<file path="config.mk">
export PLATFORM = sky130hd
export DESIGN_NAME = axi_s_m
export DESIGN_NICKNAME = d
export VERILOG_FILES = /design/src/rtl/axi_s_pkg.sv /design/src/rtl/axi_s_fifo.sv /design/src/rtl/axi_s_m.sv
export SDC_FILE = /design/constraint.sdc
export NUM_CORES = 1
export LEC_CHECK = 0
export ABC_AREA = 1
export BUFFER_PORTS_ARGS = -buffer_cell sky130_fd_sc_hd__buf_2
export CAP_MARGIN = 20
export CORE_AREA = 3 3 73 126
export DETAILED_ROUTE_END_ITERATION = 12
export DIE_AREA = 0 0 76 129
export PLACE_DENSITY = 0.66
export SYNTH_ARGS = -nofsm -noshare
export SYNTH_HDL_FRONTEND = slang
export SYNTH_SLANG_ARGS = --single-unit
</file>
<file path="constraint.sdc">
create_clock -name m_aclk -period 2.1 [get_ports m_aclk]
set_clock_uncertainty 0.1 [all_clocks]
set_input_delay 0.105 -clock m_aclk [delete_from_list [all_inputs] [get_ports m_aclk]]
set_output_delay 0.105 -clock m_aclk [all_outputs]
set_load 0.005 [all_outputs]
</file>
<file path="src/rtl/axi_s_pkg.sv">
// Shared AXI-Stream definitions for the axi_s_m master and axi_s_s slave stages.
package axi_s_pkg;

  localparam int AXIS_DATA_W = 8;

  typedef logic [AXIS_DATA_W-1:0] axis_data_t;

  // Counter width that stays legal (>= 1 bit) when the count range is a single value.
  function automatic int cnt_w(input int n);
    return (n > 1) ? $clog2(n) : 1;
  endfunction

endpackage

</file>
<file path="src/rtl/axi_s_fifo.sv">
// Synchronous first-word-fall-through FIFO; rdata always shows the head entry.
// Occupancy is tracked explicitly so pointers can wrap naturally.
module axi_s_fifo
  import axi_s_pkg::*;
#(
  parameter int DEPTH = 8
) (
  input  logic                     clk,
  input  logic                     rst_n,
  input  logic                     push,
  input  logic                     pop,
  input  logic [AXIS_DATA_W-1:0]   wdata,
  output logic [AXIS_DATA_W-1:0]   rdata,
  output logic                     full,
  output logic                     empty,
  output logic [$clog2(DEPTH):0]   level
);

  localparam int PW = $clog2(DEPTH);
  localparam int LW = PW + 1;
  localparam logic [PW-1:0] PTR_ONE = PW'(1);
  localparam logic [LW-1:0] LVL_ONE = LW'(1);
  localparam logic [LW-1:0] LVL_FULL = LW'(DEPTH);

  axis_data_t      mem_r [DEPTH];
  logic [PW-1:0]   wr_ptr_r;
  logic [PW-1:0]   rd_ptr_r;
  logic [LW-1:0]   level_r;
  logic            push_s;
  logic            pop_s;

  // Writes into a full FIFO or reads from an empty one are ignored.
  assign push_s = push && !full;
  assign pop_s  = pop && !empty;

  // Storage array; contents are don't-care until written.
  always_ff @(posedge clk) begin
    if (push_s) begin
      mem_r[wr_ptr_r] <= wdata;
    end
  end

  // Pointer and occupancy registers.
  always_ff @(posedge clk or negedge rst_n) begin
    if (!rst_n) begin
      wr_ptr_r <= {PW{1'b0}};
      rd_ptr_r <= {PW{1'b0}};
      level_r  <= {LW{1'b0}};
    end else begin
      if (push_s) begin
        wr_ptr_r <= wr_ptr_r + PTR_ONE;
      end
      if (pop_s) begin
        rd_ptr_r <= rd_ptr_r + PTR_ONE;
      end
      case ({push_s, pop_s})
        2'b10:   level_r <= level_r + LVL_ONE;
        2'b01:   level_r <= level_r - LVL_ONE;
        default: level_r <= level_r;
      endcase
    end
  end

  assign full  = (level_r == LVL_FULL);
  assign empty = (level_r == {LW{1'b0}});
  assign level = level_r;
  assign rdata = mem_r[rd_ptr_r];

endmodule

</file>
<file path="src/rtl/axi_s_m.sv">
// AXI-Stream master: buffers producer bytes and emits fixed-length packets with generated tlast.
// Optional stall counter output is enabled by defining AXIS_M_STALL_CNT_EN.
module axi_s_m
  import axi_s_pkg::*;
#(
  parameter int DEPTH   = 8,
  parameter int PKT_LEN = 4
) (
  input  logic                     m_aclk,
  input  logic                     m_resetn,
  input  logic [AXIS_DATA_W-1:0]   din,
  input  logic                     din_valid,
  output logic                     din_ready,
  output logic                     m_tvalid,
  input  logic                     m_tready,
  output logic [AXIS_DATA_W-1:0]   m_tdata,
  output logic                     m_tlast,
  output logic                     pkt_done,
  output logic [$clog2(DEPTH):0]   level
`ifdef AXIS_M_STALL_CNT_EN
  ,
  output logic [31:0]              stall_cnt
`endif
);

  localparam int BW = cnt_w(PKT_LEN);
  localparam logic [BW-1:0] BEAT_LAST = BW'(PKT_LEN - 1);
  localparam logic [BW-1:0] BEAT_ONE  = BW'(1);

  logic            push_s;
  logic            pop_s;
  logic            full_s;
  logic            empty_s;
  axis_data_t      head_s;
  logic            last_beat_s;
  logic [BW-1:0]   beat_cnt_r;
  logic [BW-1:0]   beat_cnt_nxt_s;
  logic            pkt_done_r;

  assign push_s = din_valid && din_ready;
  assign pop_s  = m_tvalid && m_tready;

  axi_s_fifo #(
    .DEPTH (DEPTH)
  ) u_fifo (
    .clk   (m_aclk),
    .rst_n (m_resetn),
    .push  (push_s),
    .pop   (pop_s),
    .wdata (din),
    .rdata (head_s),
    .full  (full_s),
    .empty (empty_s),
    .level (level)
  );

  // No same-cycle bypass: a slot freed by a pop is offered only on the next cycle.
  assign din_ready   = !full_s;
  assign m_tvalid    = !empty_s;
  assign m_tdata     = head_s;
  assign last_beat_s = (beat_cnt_r == BEAT_LAST);
  assign m_tlast     = m_tvalid && last_beat_s;

  // Beat position within the packet advances only on accepted beats.
  always_comb begin
    beat_cnt_nxt_s = beat_cnt_r;
    if (pop_s) begin
      if (last_beat_s) begin
        beat_cnt_nxt_s = {BW{1'b0}};
      end else begin
        beat_cnt_nxt_s = beat_cnt_r + BEAT_ONE;
      end
    end else begin
      beat_cnt_nxt_s = beat_cnt_r;
    end
  end

  // Framing counter and end-of-packet pulse.
  always_ff @(posedge m_aclk or negedge m_resetn) begin
    if (!m_resetn) begin
      beat_cnt_r <= {BW{1'b0}};
      pkt_done_r <= 1'b0;
    end else begin
      beat_cnt_r <= beat_cnt_nxt_s;
      pkt_done_r <= pop_s && last_beat_s;
    end
  end

  assign pkt_done = pkt_done_r;

`ifdef AXIS_M_STALL_CNT_EN
  logic [31:0] stall_cnt_r;

  // Saturating count of cycles where a valid beat is held off by the slave.
  always_ff @(posedge m_aclk or negedge m_resetn) begin
    if (!m_resetn) begin
      stall_cnt_r <= 32'h0000_0000;
    end else if (m_tvalid && !m_tready && (stall_cnt_r != 32'hFFFF_FFFF)) begin
      stall_cnt_r <= stall_cnt_r + 32'h0000_0001;
    end else begin
      stall_cnt_r <= stall_cnt_r;
    end
  end

  assign stall_cnt = stall_cnt_r;
`endif

endmodule

</file>
---- After elaboration in Yosys (flattened, before gate mapping) ----
Memory sizes are Yosys's and may differ from the RTL's.
Cells that the tools add are included.
word-level totals
  flip-flop bits (word level) ............. 13
  memory bits (writable) .................. 64
  bits of input ports ..................... 12
  output and inout port bits .............. 16
  logic and storage cells ................. 29
  memories kept ........................... 1
memory list
  memory        words  width  read ports  clocked after Yosys merged registers in  wr ports  line              text
  u_fifo.mem_r  8      8      1           0                                        1         axi_s_fifo.sv:25  axis_data_t mem_r [DEPTH];
cells by class
  add/sub/neg operators ................... 5
  equality and inequality tests ........... 4
  muxes and demuxes ....................... 4
  reductions and logical operators ........ 10
operators by type and width
  cell                                               count
  case mux 4 bit (2 select lines)                    1
  adder 3 x 1 -> 3 bit (second input constant)       2
  logical AND 1 bit                                  6
  adder 4 x 1 -> 4 bit (second input constant)       1
  == test 2 bit (second input constant)              2
  == test 4 bit (second input constant)              1
  logical NOT 4 bit                                  1
  subtractor 4 x 1 -> 4 bit (second input constant)  1
  adder 2 x 1 -> 2 bit (second input constant)       1
  == test 2 x 1 -> 1 bit (second input constant)     1
  logical NOT 1 bit                                  2
  two-way mux 1 bit                                  2
  two-way mux 2 bit                                  1
  nonzero test 2 bit                                 1

---- Depth between registers and ports, before layout ----
  depth in word-level cells ............... 6
  mapped depth ............................ 13
  mapped depth without buffers ............ 13

---- By module ----
Synthesis repeated with hierarchy kept, for this count alone.
unflattened totals
  cell total of the unflattened synthesis .. 378
  area, all modules ....................... 3,557.2 µm²
by module, submodules not included
  module      times used  cells each  area an instance (µm²)  seq. area each (µm²)
  axi_s_fifo  1           357         3,399.5                 2,172.1
  axi_s_m     1           21          157.7                   75.1

---- Worst setup path before layout ----
Ideal clock, no wire load.
  path type ............................... reg2reg
  from .................................... register u_fifo.level_r[0], in the netlist u_fifo.level[0]
  to ...................................... register u_fifo.level_r[2], in the netlist u_fifo.level[2]
  setup time .............................. 129 ps
  arrival ................................. 1,745 ps
  required time ........................... 1,871 ps
  setup slack ............................. 126 ps
  cell stages (with the launch flop) ...... 12
  path buffers ............................ 0
  clock period less this slack ............ 1,974 ps
  cells stage by stage .................... dfrtp_1 > nor2_2 > nand3_2 > nand2_4 > inv_4 > ha_1 > nor2_1 > nor2_1 > ha_1 > a21oi_1 > xor2_1 > o21ai_0
on the way
  word-level cells in the longest chain between the ends .. 6
  elaborated cells on any way between the ends .. 14
  those cells by class .................... add/sub: 2; eq/ne: 3; mux: 1; reduce/logical: 8
RTL lines
  what                                                                   line              text
  start: declaration                                                     axi_s_fifo.sv:28  logic [LW-1:0] level_r;
  start signal: assignment                                               axi_s_fifo.sv:48  level_r <= {LW{1'b0}};
  start signal: assignment                                               axi_s_fifo.sv:57  2'b10: level_r <= level_r + LVL_ONE;
  start signal: assignment                                               axi_s_fifo.sv:58  2'b01: level_r <= level_r - LVL_ONE;
  logical NOT 4 bit *                                                    axi_s_fifo.sv:65  assign empty = (level_r == {LW{1'b0}});
  logical NOT 1 bit *                                                    axi_s_m.sv:59     assign m_tvalid = !empty_s;
  net m_tvalid                                                           axi_s_m.sv:14     output logic m_tvalid,
  logical AND 1 bit *                                                    axi_s_m.sv:41     assign pop_s = m_tvalid && m_tready;
  net pop_s                                                              axi_s_m.sv:31     logic pop_s;
  logical AND 1 bit *                                                    axi_s_fifo.sv:34  assign pop_s = pop && !empty;
  == test 2 x 1 -> 1 bit or == test 2 bit (tied branches)                axi_s_fifo.sv:56  case ({push_s, pop_s})
  case mux 4 bit (2 select lines) or nonzero test 2 bit (tied branches)  --
Mark *: on every way through the listed nets, which the timed path passes. The rest lies on a longest branch.
A chain may end at the register's enable or synchronous reset.

---- Worst setup path in the final report ----
  from .................................... register u_fifo.level_r[0], in the netlist u_fifo.level[0]
  to ...................................... register u_fifo.level_r[2], in the netlist u_fifo.level[2]
on the way
  word-level cells in the longest chain between the ends .. 6
  elaborated cells on any way between the ends .. 14
  those cells by class .................... add/sub: 2; eq/ne: 3; mux: 1; reduce/logical: 8
RTL lines
  what                                                                   line
  logical NOT 4 bit *                                                    axi_s_fifo.sv:65
  logical NOT 1 bit *                                                    axi_s_m.sv:59
  logical AND 1 bit *                                                    axi_s_m.sv:41
  net pop_s                                                              axi_s_m.sv:31
  logical AND 1 bit *                                                    axi_s_fifo.sv:34
  == test 2 x 1 -> 1 bit or == test 2 bit (tied branches)                axi_s_fifo.sv:56
  case mux 4 bit (2 select lines) or nonzero test 2 bit (tied branches)  --
Marks and branches as above.

==> flow_summary_export.csv <==
group,metric,value,unit
run_status,status,"finished, final reports clean",
sta,worst_pin_slew,0.321,ns
setup_path,path_common_cell,"nor2_2",
detailed_routing,final_antenna_net_count,0,
clock_tree,numCtsBuffers,9,
sta,finalCritPeriodShare,93.0,%
setup_path,crit_path_max_fanout,7,
finish,utilization,49.5,%
place,port_buffers,27,
setup_path,crit_path_start,"u_fifo.level[0]$_DFFE_PN0P_",
clock_tree,clockBufferDepth,2,
power,p_int,4.11,mW
logic_synthesis,synth-compound-area-share,8.53,%
power,sequentialPowerShare,34.7,%
sta,setup_tns,0,ns
logic_synthesis,ys_warn_count,0,
finish,nFillCells,723,
detailed_routing,vias,2217,
finish,num-nets-final,362,
sta,fin_crit,1.95,ns
power,p_sw_share,33.0,%
finish,area_growth,25.9,%
setup_path,cpPeakStageDelay,0.41,ns
grt,first_global_vias,2239,
setup_path,cp-end-kind,"flip-flop",
clock_tree,clkTransAtPathRegs,0.06,ns
setup_path,worstSetupPathType,"flip-flop to flip-flop",
finish,diodes,0,
setup_path,critPathBufInv,1,
detailed_routing,drc_errors,0,
setup_path,worstPathArrival,2.05,ns
logic_synthesis,synthTopCellsByArea,"edfxtp_1, dfrtp_1, nor2_1",
grt,track_usage,14.9,%
detailed_routing,wire_per_inst,14.8,µm
sta,maxSlewHeadroom,78.6,%
detailed_routing,first_pass_iters,4,
finish,drive_gt1_share,21.5,%
logic_synthesis,ys_async_sr_fraction,16.9,%
power,power_density,1490,nW/µm²
setup_path,cp-start-kind,"flip-flop",
floorplan,dieArea,9800,µm²
logic_synthesis,synth-edff-count,64,
power,leakage,1.63,nW
logic_synthesis,synth.area.mux_share,0,%
detailed_routing,wl,6870,µm
detailed_routing,drt_iter0_drc,123,
sta,finalHoldViolCount,0,
setup_path,critPathRequiredTime,2.20,ns
sta,fin_worst_hold_slack,0.102,ns
logic_synthesis,synth_xor_area_share,1.61,%
logic_synthesis,synth_flop_cell,"edfxtp_1",
clock_tree,clock_latency,0.32,ns
logic_synthesis,synthSimpleGateAreaFrac,14.9,%
grt,grt_pass1_wl,10900,µm
sta,finalMaxSlewViolations,0,
sta,clock.fmax,0.512,GHz
floorplan,die-height,129,µm
power,clkPwrFrac,29.8,%
grt,grt-ovfl-total,0,
power,pwr-share-comb,35.5,%
grt,grt_max_degree,33,
logic_synthesis,synth_top_family_by_area,"simple AND/OR/NAND/NOR gates",
floorplan,die-width,76,µm
worst_hold_path,hold_class,"primary input to asynchronous set/reset pin",
sta,rsz0062_at_grt,"false",
power,peakVddDrop,0.00111,V
setup_path,r2r_cells,11,
setup_path,crit_chain,"nor2_4 > nand3_2 > nand2_4 > inv_4 > ha_4 > nor2_2 > nor2_2 > ha_1 > a21oi_1 > xor2_1 > o21ai_0",
logic_synthesis,synth_area,3270,µm²
setup_path,path_depth,11,
setup_path,cp_top_family,"simple AND/OR/NAND/NOR gates",
floorplan,io_pins,28,
logic_synthesis,avgSynthCellArea,11.4,µm²
clock_tree,htreeDepth,3,
clock_tree,cts_tree,"done",
floorplan,start_util,39.3,%
logic_synthesis,synth_top_area_share,58.8,%
sta,setup_violations,0,
setup_path,r2r_start,"u_fifo.level[0]$_DFFE_PN0P_",
floorplan,core_area,8310,µm²
logic_synthesis,yosys.area.top_type,"edfxtp_1",
place,gp_congestion,0.783,
clock_tree,clock-sinks,77,
logic_synthesis,ys_types,25,
logic_synthesis,ys_seq_area_share,68.7,%
place,hpwl,4540,µm
floorplan,fp-row-count,44,
detailed_routing,viasPerCell,4.78,
job,maxCapViolations,0,
setup_path,slowest_stage,"dfrtp_1",
logic_synthesis,yosys.area_share.adder,2.30,%
logic_synthesis,ys_ff_latch,77,
power,p_sw,2.02,mW
logic_synthesis,syn_nets,305,
logic_synthesis,synthCells,287,
grt,antenna_found_initial,0,
clock_tree,clockRootBuffer,"clkbuf_16",
-- per-stage QoR --
step	instances	worst slack (ns)	cell area, µm²	power (mW)
3_3_place_gp	436	0.131	3610	4.19
2_1_floorplan	287	0.126	3270	3.53
3_5_place_dp	436	0.0536	3610	4.27
5_1_grt	464	0.00490	4120	6.53
6_report	464	0.147	4120	6.13
4_1_cts	463	0.0220	4080	6.13
-- path summary, 6_finish.rpt --
kind                                                to  slack [ns]
max in group asynchronous  u_fifo.level[3]$_DFFE_PN0P_        1.54
min in group m_aclk          beat_cnt_r[1]$_DFFE_PN0P_        0.41
hold / removal             u_fifo.level[2]$_DFFE_PN0P_        0.10
setup reg to reg           u_fifo.level[2]$_DFFE_PN0P_        0.15
hold reg to reg              beat_cnt_r[1]$_DFFE_PN0P_        0.41
setup / recovery           u_fifo.level[2]$_DFFE_PN0P_        0.15
-- flip-flops by register name, summed over array words and instances, names as in the netlist --
| register | count |
|---|---|
| u_fifo.mem_r | 64 |
| u_fifo.wr_ptr_r | 3 |
| pkt_done | 1 |
| u_fifo.level | 4 |
| beat_cnt_r | 2 |
| u_fifo.rd_ptr_r | 3 |
-- kinds of logic after synthesis --
family / count (synthesis)
simple gates: 120
buf+inv: 23
flops: 77
xor+xnor: 6
compound gates: 55
fa+ha+maj: 6
-- metal layers --
metal / global-route usage (%) / up-vias / part of all wire [%]
li1: - / 1093 / -
met1: 14.5 / 1068 / 37
met2: 28.4 / 49 / 57
met3: 4.06 / 7 / 4.1
met4: 7.58 / 0 / 1.7
met5: 0 / - / 0
-- area by class of cell --
type	count	area [µm²]	share of cell area, %
multi-input combinational	187	916	22.3
tap	115	144	3.50
sequential	77	2250	54.6
timing repair buffer	56	393	9.55
clock inverter	7	138	3.34
inverter	13	51.3	1.25
clock buffer	9	225	5.47
-- layout by cell type, fill, tap and decap left out, types with 3 or more instances in the layout --
| cell type | instances |
|---|---|
| inv_1 | 8 |
| nand2_1 | 51 |
| xor2_1 | 4 |
| nor2_1 | 57 |
| dfrtp_1 | 12 |
| inv_2 | 3 |
| dlygate4sd3_1 | 11 |
| clkbuf_16 | 9 |
| nand3_1 | 3 |
| buf_4 | 17 |
| bufinv_16 | 4 |
| edfxtp_1 | 64 |
| o21ai_0 | 25 |
| o21ai_1 | 27 |
| buf_2 | 27 |
| ha_1 | 5 |
-- power by group through the flow --
stage / Sequential, mW / Clock, mW / Combinational (mW)
finish: 2.12 / 1.83 / 2.17
global route: 2.15 / 1.93 / 2.44
CTS: 2.12 / 1.86 / 2.15
detailed placement: 2.15 / 0 / 2.12
global placement: 2.13 / 0 / 2.06
floorplan: 2.15 / 0 / 1.38
-- timing repair --
| item | 4_1_cts | 5_1_grt |
|---|---|---|
| hold buffers | 11 | 0 |
| setup endpoints to repair | 0 | 3 |
| endpoints found under the hold margin | 81 | 0 |
| resized for setup | 0 | 7 |
| setup buffers | 0 | 1 |
-- cells in the mapped netlist (3+ instances only) --
master / number
dfrtp_1: 13
nand3_1: 3
inv_1: 9
xor2_1: 4
nor2_1: 59
buf_6: 4
ha_1: 6
o21ai_1: 27
o21ai_0: 25
nand2_1: 51
edfxtp_1: 64
buf_2: 5
Power figures use the tool's default switching activity.
